--- config.mk ---
export PLATFORM = sky130hd
export DESIGN_NAME = reverse_dabble
export DESIGN_NICKNAME = d
export VERILOG_FILES = /design/src/rtl/reverse_dabble_pkg.sv /design/src/rtl/dabble_sub3.sv /design/src/rtl/reverse_dabble.sv
export SDC_FILE = /design/constraint.sdc
export NUM_CORES = 1
export LEC_CHECK = 0
export ABC_AREA = 1
export BUFFER_PORTS_ARGS = -buffer_cell sky130_fd_sc_hd__buf_2
export CORE_UTILIZATION = 25
export DETAILED_ROUTE_END_ITERATION = 10
export PLACE_DENSITY_LB_ADDON = 0.15
export SLEW_MARGIN = 10
export SYNTH_ARGS = -nofsm -noshare
export SYNTH_HDL_FRONTEND = slang
export SYNTH_HIERARCHICAL = 1
export SYNTH_SLANG_ARGS = --single-unit
--- constraint.sdc ---
create_clock -name Clock -period 1.88 [get_ports Clock]
set_input_delay 0 -clock Clock [delete_from_list [all_inputs] [get_ports Clock]]
set_output_delay 0 -clock Clock [all_outputs]
set_load 0.01 [all_outputs]
--- src/rtl/reverse_dabble_pkg.sv ---
// Shared types and constants for the sequential BCD-to-binary converter.
package reverse_dabble_pkg;

  typedef enum logic [1:0] {
    IDLE,
    SHIFT,
    DONE
  } state_t;

  localparam logic [3:0] DABBLE_THRESHOLD  = 4'd8;
  localparam logic [3:0] DABBLE_CORRECTION = 4'd3;

  function automatic logic nibble_invalid(input logic [3:0] nibble);
    return nibble > 4'd9;
  endfunction

endpackage

--- src/rtl/dabble_sub3.sv ---
// Single-nibble reverse-dabble adjust: digits that reach 8 after a right shift lose 3.
module dabble_sub3
  import reverse_dabble_pkg::*;
(
  input  logic [3:0] digit,
  output logic [3:0] adjusted
);

  assign adjusted = (digit >= DABBLE_THRESHOLD) ? digit - DABBLE_CORRECTION : digit;

endmodule

--- src/rtl/reverse_dabble.sv ---
// Sequential BCD-to-binary converter: one shift-and-correct step per clock,
// flags invalid digits and results wider than OUTPUT_BITS.
module reverse_dabble
  import reverse_dabble_pkg::*;
#(
  parameter  int INPUT_DIGITS = 5,
  localparam int INPUT_BITS   = INPUT_DIGITS * 4,
  parameter  int OUTPUT_BITS  = 16
) (
  input  logic                   Clock,
  input  logic                   Reset,
  input  logic                   Start_i,
  input  logic [INPUT_BITS-1:0]  BCD_i,
  output logic                   Busy_o,
  output logic                   Done_o,
  output logic [OUTPUT_BITS-1:0] Binary_o,
  output logic                   Error_o
);

  localparam int CNT_BITS = $clog2(OUTPUT_BITS + 1);
  localparam logic [CNT_BITS-1:0] LAST_ITER = CNT_BITS'(OUTPUT_BITS - 1);

  state_t                  state;
  logic [INPUT_BITS-1:0]   bcd_reg;
  logic [INPUT_BITS-1:0]   bcd_shifted;
  logic [INPUT_BITS-1:0]   bcd_next;
  logic [OUTPUT_BITS-1:0]  bin_reg;
  logic [CNT_BITS-1:0]     count;
  logic                    digit_err;
  logic                    bcd_invalid;

  always_comb begin
    bcd_invalid = 1'b0;
    for (int unsigned i = 0; i < INPUT_DIGITS; i++) begin
      if (nibble_invalid(BCD_i[4*i +: 4])) bcd_invalid = 1'b1;
    end
  end

  assign bcd_shifted = bcd_reg >> 1;

  for (genvar g = 0; g < INPUT_DIGITS; g++) begin : g_adjust
    dabble_sub3 u_adjust (
      .digit    (bcd_shifted[4*g +: 4]),
      .adjusted (bcd_next[4*g +: 4])
    );
  end

  always_ff @(posedge Clock) begin
    if (Reset) begin
      state     <= IDLE;
      Busy_o    <= 1'b0;
      Done_o    <= 1'b0;
      Binary_o  <= '0;
      Error_o   <= 1'b0;
      bcd_reg   <= '0;
      bin_reg   <= '0;
      count     <= '0;
      digit_err <= 1'b0;
    end else begin
      Done_o <= 1'b0;
      case (state)
        IDLE, DONE: begin
          // Publishing the finished result and accepting a new start share this cycle.
          if (state == DONE) begin
            Done_o   <= 1'b1;
            Binary_o <= bin_reg;
            Error_o  <= digit_err | (|bcd_reg);
          end
          if (Start_i) begin
            bin_reg <= '0;
            if (bcd_invalid) begin
              state     <= DONE;
              bcd_reg   <= '0;
              digit_err <= 1'b1;
            end else begin
              state     <= SHIFT;
              Busy_o    <= 1'b1;
              bcd_reg   <= BCD_i;
              count     <= '0;
              digit_err <= 1'b0;
            end
          end else begin
            state <= IDLE;
          end
        end
        SHIFT: begin
          bcd_reg <= bcd_next;
          bin_reg <= {bcd_reg[0], bin_reg[OUTPUT_BITS-1:1]};
          count   <= count + 1'b1;
          if (count == LAST_ITER) begin
            state  <= DONE;
            Busy_o <= 1'b0;
          end
        end
        default: state <= IDLE;
      endcase
    end
  end

endmodule

After elaboration in Yosys (flattened, before gate mapping)
Index checks and enable logic that the tools add are counted.
Word-level totals
  logic and storage cells: 71
  register bits: 63
Operators by class
  reduce and logical (&&, ||, !) cells: 10
  muxes and demuxes: 28
  bitwise operators: 2
  $lt $le $gt $ge: 10
  add/sub/neg operators: 6
  eq/ne operators: 6
Operators with widths (count)
  2-to-1 mux 20 bit: 2
  case mux 20 bit (2 select lines): 1
  case mux 16 bit (2 select lines): 1
  > comparator 4 bit, second input constant: 5
  2-to-1 mux 4 bit: 5
  OR reduction 20 bit: 1
  greater-or-equal comparator 4 bit, second input constant: 4
  2-to-1 mux 16 bit: 1
  subtractor 4 x 2 -> 4 bit, second input constant: 4
  2-to-1 mux 1 bit: 10
  2-to-1 mux 5 bit: 2
  case mux 5 bit (2 select lines): 1
  2-to-1 mux 2 bit: 3
  != test 2 bit, second input constant: 3
  AND reduction 2 bit: 3
  adder 5 x 1 -> 5 bit, second input constant: 1
  == test 5 x 4 -> 1 bit, second input constant: 1
  greater-or-equal comparator 3 x 4 -> 1 bit, second input constant: 1
  case mux 2 bit (2 select lines): 1
  AND reduction 4 bit: 1
  OR reduction 2 bit: 2
  subtractor 3 x 2 -> 4 bit, second input constant: 1
  AND reduction 3 bit: 1
  == test 2 x 1 -> 1 bit, second input constant: 1
  other kinds (6): 6

Depth between registers and ports, before layout
Gate-level depths: netlist of the first run.
  depth in word-level cells: 9
  mapped depth: 10
  mapped depth without buffers: 10

By module
Netlist of the first run, hierarchy kept.
By module, submodules not included
  reverse_dabble: area an instance 3011.6 µm², cells each 401, instances 1
  dabble_sub3: area an instance 88.8 µm², cells each 16, instances 5

Worst setup path before layout of the first run
OpenSTA, ideal clock, no wires.
  kind: reg2reg
  from: register count[0]
  to: register count[4]
  path buffers: 0
  period minus slack after synthesis: 1.353 ns
  slack: 0.527 ns
  library setup time: 0.074 ns
  stages on the path, launching flop included: 7
  data arrival time: 1.278 ns
  cells stage by stage: dfxtp_1 ha_1 nand2_1 nor2_1 ha_1 or2_2 a21oi_1
Between the ends
  cells in the longest elaborated chain, start to end: 2
Ends and longest elaborated chain
  from (decl): line reverse_dabble.sv:28  | logic [CNT_BITS-1:0] count;
  from (signal assigned): line reverse_dabble.sv:89  | count <= count + 1'b1;
  adder 5 x 1 -> 5 bit: line reverse_dabble.sv:89
  case mux 5 bit (2 select lines): line reverse_dabble.sv:61  | case (state)
No other way between the ends.
A chain may end at the register's enable or synchronous reset.

Worst setup path in the final report of the first run
Ends and elaborated chain as after synthesis.

==> impl_metrics.yaml, run 1 <==
synth:
  synth_seq_cells: 63
  synth_enable_flop_cells: 0
  ys_seq_area_frac: 0.365
  ys_async_sr_fraction: 0
  syn_area_um2: 3460
  ys.flop_type: "dfxtp_1"
  synthDistinctLibCells: 34
  syn_inst: 481
  ys_warn_count: 6
  syn-mean-instance-area_um2: 7.18
power:
  p_int_mw: 2.65
  power.density_nw_per_um2: 832
  comb_power_share: 0.095
  power_switching_uw: 820
  sw_frac_of_total: 0.236
  p_leak_nw: 1.72
  ir_drop_mv: 0.412
  p_clk_frac: 0.501
  seqPwrFrac: 0.404
clock_network:
  insertion_delay_ns: 0.32
  cts_buffers: 9
  h-tree-depth: 3
  ctsResizeCount: 0
  cts_num_sinks: 63
  clockBufferDepth: 2
  clockRootBuffer: "clkbuf_16"
  clkTransAtPathRegs_ns: 0.05
  cts_tree: "built"
cells_and_area:
  most-common-layout-cells: "inv_1, nand2_1, dfxtp_1"
  largest_reg_flops: 20
  syn_to_final_growth_pct: 20.8
  n_antenna_cell: 0
  layout.nets: 566
  layout_commonest_cell: "inv_1"
  design_area_um2: 4180
  layout-drive-gt1-share: 0.246
  post-route-util: 0.313
sta:
  finalCritPeriodShare: 0.787
  drv_slew: 0
  skew_ns: 0.00289
  whs_ns: 0.0116
  grt_setup_unrepaired: "false"
  worst_pin_slew_ns: 0.685
  min_period_ns: 1.48
  hold_viol_final: 0
  fmax_ghz: 0.676
  setup_viol: 0
  maxSlewHeadroom: 0.543
  setup_tns_ns: 0
worst_setup_path:
  arrival_ns: 1.73
  cp_max_fo: 5
  crit_top_cell: "ha_1"
  crit_path_end_kind: "flop"
  cp_slowest_cell: "dfxtp_1"
  cp_slowest_stage_delay_ns: 0.40
  path_class: "flop to flop"
  path_cells: "ha_1 -> nand2_1 -> nor2_1 -> ha_1 -> or2_2 -> a21oi_1"
  required_ns: 2.13
  crit_path_start_kind: "flop"
floorplanning:
  std_cell_rows: 42
  die_area_um2: 14300
  die_x_um: 120
  core_area_um2: 13300
  boundaryPins: 42
  start_util: 0.259
  fp.dieH_um: 120
global_route:
  antenna_found_initial: 0
  grt_pass1_vias: 2820
  gr-total-overflow: 0
  grt_pass1_wl_mm: 12.9
  grt_max_degree: 46
  grtUsageTotal: 0.114
detailed_routing:
  drc_errors: 0
  drtPass1Iterations: 4
  wire_per_inst_um: 10.3
  via_per_inst: 4.08
  ant_nets: 0
  vias: 2908
  wl_mm: 7.33
  drt_iter0_drc: 108
placement:
  finalWeightedCongestion: 0.748
  postPlaceCellArea_um2: 3790
  dp_hpwl_mm: 5.05
  io_buffer_count: 41
run:
  maxCapViolations: 0
worst_hold_path:
  worstHoldPathType: "primary input to flop"
outcome:
  status: "finished, final reports clean"
## Yosys cell counts, types with 2 or more instances
cell type | instances | area (um^2)
a21boi_1 | 5 | 37.5
a21oi_1 | 14 | 70.1
a21oi_2 | 30 | 263
a22o_1 | 5 | 43.8
buf_12 | 2 | 40.0
buf_2 | 6 | 30.0
buf_4 | 2 | 15.0
buf_6 | 2 | 22.5
clkbuf_1 | 4 | 15.0
dfxtp_1 | 63 | 1260
ha_1 | 12 | 150
inv_1 | 85 | 319
inv_2 | 3 | 11.3
nand2_1 | 78 | 293
nand2_2 | 30 | 188
nand3_1 | 15 | 75.1
nand4_1 | 4 | 25.0
nor2_1 | 61 | 229
nor2_4 | 2 | 22.5
nor3_1 | 4 | 20.0
o21ai_0 | 35 | 175
o21ai_1 | 2 | 10.0
or2_2 | 2 | 12.5
xor2_1 | 5 | 43.8
## cells by family after synthesis
| logic type | count (synthesis) | share of synthesized area |
|---|---|---|
| AOI/OAI and AO/OA | 92 | 0.176 |
| xor gates and xnor gates | 5 | 0.0127 |
| adders and majority gates | 12 | 0.0434 |
| buffers and inverters | 109 | 0.142 |
| DFF | 63 | 0.365 |
| other | 1 | 0.00109 |
| and+or+nand+nor | 199 | 0.260 |
## through the flow
stage / cells / worst slack (ns) / power, mW
6_report: 712 / 0.401 / 3.47
5_1_grt: 712 / 0.203 / 3.65
4_1_cts: 712 / 0.386 / 3.55
3_5_place_dp: 689 / 0.400 / 1.76
3_3_place_gp: 689 / 0.412 / 1.76
2_1_floorplan: 486 / 0.527 / 1.67
## final timing paths
check                 start          end  slack, ns  cells after the start
setup / recovery   count[0]     count[4]       0.40                      6
hold / removal    BCD_i[17]  bcd_reg[17]       0.01                      5
setup reg to reg   count[0]     count[4]       0.40                      6
hold reg to reg      Busy_o       Busy_o       0.46                      2
## cell type report
class	count	area, um^2
multi-input combinational	314	1720
clock buffer	10	229
clock inverter	6	85.1
timing repair buffer	53	313
tap	176	220
sequential	63	1260
inverter	90	344
fill	1482	9170
## power by group through the flow
| stage | Sequential (mW) | Combinational [mW] | Clock, mW |
|---|---|---|---|
| after global placement | 1.43 | 0.323 | 0 |
| after global routing | 1.41 | 0.376 | 1.86 |
| after CTS | 1.41 | 0.338 | 1.81 |
| after detailed placement | 1.43 | 0.325 | 0 |
| after floorplan | 1.45 | 0.221 | 0 |
| final | 1.40 | 0.330 | 1.74 |
## per-layer routing
| layer | track usage | share of wire | wire length (um) | up-vias |
|---|---|---|---|---|
| li1 | - | - | - | 1568 |
| met1 | 0.137 | 0.49 | 3580 | 1278 |
| met2 | 0.193 | 0.46 | 3370 | 54 |
| met3 | 0.0309 | 0.041 | 301 | 8 |
| met4 | 0.0398 | 0.012 | 88 | 0 |
| met5 | 0 | 0 | 0 | - |
## worst max-delay path: cells and delay by family (launching register included)
family                   cells  cell delay [ns]
flip-flops                   1             0.40
adder cells (fa/ha/maj)      2             0.41
AND/OR/NAND/NOR              3             0.47
AO/OA/AOI/OAI                1             0.13
## timing repair
| action | CTS | global route |
|---|---|---|
| buffers inserted | 0 | 0 |
| hold buffers | 7 | 0 |
| hold endpoints to repair | 7 | 0 |
No activity file was read; power rests on OpenSTA's default activity.
==> run 2: changes to the inputs <==
==> constraint.sdc (replaced) <==
create_clock -name Clock -period 1.4 [get_ports Clock]
set_input_delay 0 -clock Clock [delete_from_list [all_inputs] [get_ports Clock]]
set_output_delay 0 -clock Clock [all_outputs]
set_load 0.01 [all_outputs]
==> run 2 against run 1 <==
Sequential power rose by 34%; setup slack got worse by 0.34 ns; power rose by 32%; fmax rose by 11%; global-route usage fell by 0.40 points; combinational power rose by 40%; via count rose by 1.6%; first-iteration DRC count fell by 1.9%; flip-flop and latch count did not move; critical path depth did not move; sequential share of layout area fell by 0.41 points; clock-buffer cell count did not move.
==> impl_metrics.yaml, run 2 (synthesized netlist as in run 1, its figures left out) <==
outcome:
  status: "finished, final reports clean"
floorplanning:
  start_util: 0.259
  boundaryPins: 42
  core_area_um2: 13300
  fp.dieH_um: 120
  die_x_um: 120
  std_cell_rows: 42
  die_area_um2: 14300
detailed_routing:
  drtPass1Iterations: 6
  drt_iter0_drc: 106
  via_per_inst: 4.12
  wl_mm: 7.45
  drc_errors: 0
  vias: 2955
  wire_per_inst_um: 10.4
  ant_nets: 0
sta:
  setup_slack_ns: 0.0651
  finalCritPeriodShare: 0.953
  setup_tns_ns: 0
  min_period_ns: 1.33
  setup_viol: 0
  hold_viol_final: 0
  grt_setup_unrepaired: "true"
  drv_slew: 0
  fmax_ghz: 0.749
  skew_ns: 0.00338
worst_setup_path:
  r2r_start: "count[0]"
  crit_path_end_kind: "flop"
  reg2reg_setup_slack_ns: 0.07
  crit_path_start_kind: "flop"
  path_class: "flop to flop"
  regToRegEndpoint: "count[4]"
  arrival_ns: 1.60
  crit_start: "count[0]"
  r2r_cells: 6
  required_ns: 1.66
  cp_max_fo: 2
clock_network:
  insertion_delay_ns: 0.32
  clkTransAtPathRegs_ns: 0.06
  cts_buffers: 9
  clockRootBuffer: "clkbuf_16"
  post_cts_buffers: 0
  h-tree-depth: 3
  cts_num_sinks: 63
  cts_tree: "built"
  clockBufferDepth: 2
cells_and_area:
  nFillCells: 1497
  layout.nets: 571
  largest_reg_flops: 20
  n_antenna_cell: 0
  most-common-layout-cells: "inv_1, nand2_1, nor2_1"
  layout_commonest_cell: "inv_1"
  syn_to_final_growth_pct: 23.1
  layout-drive-gt1-share: 0.272
placement:
  pre_cts_slack_ns: 0.0203
  finalWeightedCongestion: 0.751
  io_buffer_count: 41
  dp_hpwl_mm: 5.24
worst_hold_path:
  worstHoldPathType: "primary input to flop"
  min-delay-start: "BCD_i[8]"
  min_to: "bcd_reg[8]"
  holdPathStages: 5
global_route:
  grt_max_degree: 35
  grt_pass1_wl_mm: 12.5
  grtUsageTotal: 0.110
  antenna_found_initial: 0
  grt_pass1_vias: 2767
  gr-total-overflow: 0
run:
  maxCapViolations: 0
power:
  seqPwrFrac: 0.410
  power.density_nw_per_um2: 1080
  comb_power_share: 0.100
  p_clk_frac: 0.489
  power_switching_mw: 1.14
  p_int_mw: 3.46
  p_leak_nw: 1.76
  sw_frac_of_total: 0.248
  ir_drop_mv: 0.557
==> run 2: cell count changes in the layout (fill, tap and decap cells not counted), sizes merged <==
cell,before,now
clkbuf,10,11
dlygate4sd3,7,4
inv,89,90
buf,46,53
bufinv,2,1
clkinv,3,1
clkinvlp,2,4
==> run 2: area by class of cell <==
cell class | instances | area [um^2] | area share
clock buffer | 10 | 239 | 0.0562
clock inverter | 6 | 68.8 | 0.0162
tap | 176 | 220 | 0.0518
timing repair buffer | 58 | 385 | 0.0906
sequential | 63 | 1270 | 0.298
inverter | 90 | 344 | 0.0809
multi-input combinational | 314 | 1730 | 0.406
==> run 2: through the flow <==
step / cell area [um^2] / power (mW) / instances / util / hold slack [ns]
after floorplan: 3470 / 2.24 / 486 / - / 0.212
after global placement: 3870 / 2.38 / 696 / 0.290 / 0.325
after global routing: 4250 / 4.82 / 717 / 0.319 / 0.0182
after detailed placement: 3870 / 2.38 / 696 / 0.290 / 0.334
after CTS: 4220 / 4.70 / 716 / 0.316 / 0.00180
final: 4250 / 4.60 / 717 / 0.319 / 0.0102
==> run 2: metal layers <==
metal  vias up  track usage  share of wire
met5         -            0              0
met4         0       0.0422          0.013
met3         8       0.0280          0.034
met2        47        0.185           0.46
met1      1317        0.134           0.50
li1       1583            -              -
==> run 2: how the worst max path moves through the flow <==
stage / cells past startpoint / to
2_1_floorplan: 6 / count[4]
3_3_place_gp: 6 / count[4]
3_5_place_dp: 6 / count[4]
4_1_cts: 6 / count[4]
5_1_grt: 8 / bcd_reg[4]
6_report: 6 / count[4]
==> run 2: worst max-delay path, stage by stage, from the launching register on <==
cell and delay (ns):
dfxtp_2 0.32, ha_1 0.19, nand2_1 0.08, nor2_1 0.05, ha_1 0.27, or2_4 0.25
a21oi_2 0.12
==> run 2: repair_timing <==
item                                   in CTS  in global routing
endpoints found under the hold margin       4                  0
setup endpoints to repair                   0                  7
hold buffers                                4                  0
gates resized for setup                     0                  7
==> run 2: power by group through the flow <==
stage | registers [mW] | logic, mW | clock network [mW]
final | 1.88 | 0.462 | 2.25
after global routing | 1.89 | 0.522 | 2.40
after CTS | 1.88 | 0.466 | 2.35
after detailed placement | 1.92 | 0.456 | 0
after global placement | 1.92 | 0.455 | 0
after floorplan | 1.94 | 0.297 | 0
==> run 3: changes to the inputs <==
==> constraint.sdc (replaced) <==
create_clock -name Clock -period 1.62 [get_ports Clock]
set_input_delay 0 -clock Clock [delete_from_list [all_inputs] [get_ports Clock]]
set_output_delay 0 -clock Clock [all_outputs]
set_load 0.01 [all_outputs]
==> run 3 against run 2 <==
Clock-buffer cell count unchanged; first-iteration DRC count fell by 0.94%; sequential power decreased by 13%; non-clock buffer count down 6; fmax fell by 6.6%; die area did not move; register-to-register slack improved by 0.13 ns; clock skew grew 0.00086 ns; power down 15%; critical endpoint unchanged.
==> impl_metrics.yaml, run 3 (synthesized netlist as in run 1, its figures left out) <==
detailed_routing:
  wl_mm: 7.20
  drt_iter0_drc: 105
  via_per_inst: 4.07
  drtPass1Iterations: 4
  wire_per_inst_um: 10.1
  drc_errors: 0
  vias: 2894
  ant_nets: 0
cells_and_area:
  layout.nets: 565
  layout-drive-gt1-share: 0.250
  most-common-layout-cells: "inv_1, nand2_1, dfxtp_1"
  layout_commonest_cell: "inv_1"
  n_antenna_cell: 0
  nFillCells: 1469
  syn_to_final_growth_pct: 20.8
  largest_reg_flops: 20
  finalNonFillerCells: 711
clock_network:
  clkTransAtPathRegs_ns: 0.05
  cts_tree: "built"
  cts_num_sinks: 63
  h-tree-depth: 3
  post_cts_buffers: 0
  clockBufferDepth: 2
  cts_hold_buffers: 4
  cts_buffers: 9
  insertion_delay_ns: 0.33
  clockRootBuffer: "clkbuf_16"
  ctsResizeCount: 0
power:
  p_leak_nw: 1.73
  comb_power_share: 0.101
  seqPwrFrac: 0.419
  power_switching_uw: 957
  ir_drop_mv: 0.498
  p_int_mw: 2.93
  power.density_nw_per_um2: 932
  p_clk_frac: 0.481
  sw_frac_of_total: 0.246
placement:
  finalWeightedCongestion: 0.734
  dp_hpwl_mm: 5.00
  place_inst: 691
  io_buffer_count: 41
floorplanning:
  core_area_um2: 13300
  std_cell_rows: 42
  fp.dieH_um: 120
  start_util: 0.259
  boundaryPins: 42
  die_x_um: 120
  die_area_um2: 14300
worst_setup_path:
  crit_family: "simple AND/OR/NAND/NOR gates"
  crit_top_cell: "ha_1"
  required_ns: 1.88
  crit_path_start_kind: "flop"
  path_cells: "ha_1 -> nand2_1 -> nor2_1 -> ha_1 -> or2_2 -> a21oi_1"
  cp_max_fo: 5
  cp_slowest_stage_delay_ns: 0.38
  crit_path_end_kind: "flop"
  path_class: "flop to flop"
  cp_slowest_cell: "dfxtp_1"
  arrival_ns: 1.69
  path_buf_inv: 0
sta:
  skew_ns: 0.00424
  min_period_ns: 1.43
  finalCritPeriodShare: 0.883
  setup_viol: 0
  drv_slew: 0
  setup_tns_ns: 0
  whs_ns: 0.00661
  hold_viol_final: 0
  grt_setup_unrepaired: "false"
  fmax_ghz: 0.699
global_route:
  grt_pass1_vias: 2655
  grtUsageTotal: 0.109
  antenna_found_initial: 0
  grt_pass1_wl_mm: 12.4
  gr-total-overflow: 0
  grt_max_degree: 45
outcome:
  status: "finished, final reports clean"
worst_hold_path:
  worstHoldPathType: "primary input to flop"
run:
  maxCapViolations: 0
run 3: changes by cell type in the layout (fill, tap and decap cells not counted), sizes merged:
cell and delta:
buf -5, clkinv +4, clkinvlp -3, clkbuf -1, inv -1
run 3: through the flow:
stage               cell area (um^2)  utilization  total power [mW]  setup WS [ns]
floorplan                       3470            -              1.93          0.267
global placement                3840        0.288              2.05          0.206
detailed placement              3840        0.288              2.05          0.195
CTS                             4170        0.313              3.97          0.180
global route                    4170        0.313              4.07         0.0851
finish                          4170        0.313              3.89          0.190
run 3: final timing paths:
path	startpoint	end	slack, ns	depth (start not counted)
max	count[0]	count[4]	0.19	6
max reg2reg	count[0]	count[4]	0.19	6
min reg2reg	bin_reg[0]	bin_reg[0]	0.46	2
min	BCD_i[8]	bcd_reg[8]	0.007	5
run 3: power groups by stage:
stage	logic (mW)	registers [mW]	clock network [mW]
CTS	0.401	1.63	1.94
global route	0.446	1.64	1.99
floorplan	0.257	1.68	0
finish	0.391	1.63	1.87
global placement	0.390	1.66	0
detailed placement	0.392	1.66	0
run 3: per-layer routing:
| layer | vias up | part of all wire | routed length (um) | global-route usage |
|---|---|---|---|---|
| met5 | - | 0 | 0 | 0 |
| met4 | 0 | 0.017 | 120 | 0.0445 |
| met3 | 8 | 0.035 | 252 | 0.0333 |
| met2 | 40 | 0.46 | 3300 | 0.178 |
| met1 | 1274 | 0.49 | 3530 | 0.134 |
| li1 | 1572 | - | - | - |
run 3: tightest hold or removal path, stage by stage:
cell and delay (ns):
buf_2 0.09, inv_1 0.04, nor2_1 0.04, nand2_2 0.06
a21oi_2 0.04
run 3: cell type report:
class	instances	area [um^2]	area share
clock buffer	10	229	0.0549
sequential	63	1260	0.302
inverter	90	344	0.0824
timing repair buffer	52	335	0.0803
tap	176	220	0.0528
clock inverter	6	61.3	0.0147
multi-input combinational	314	1720	0.413
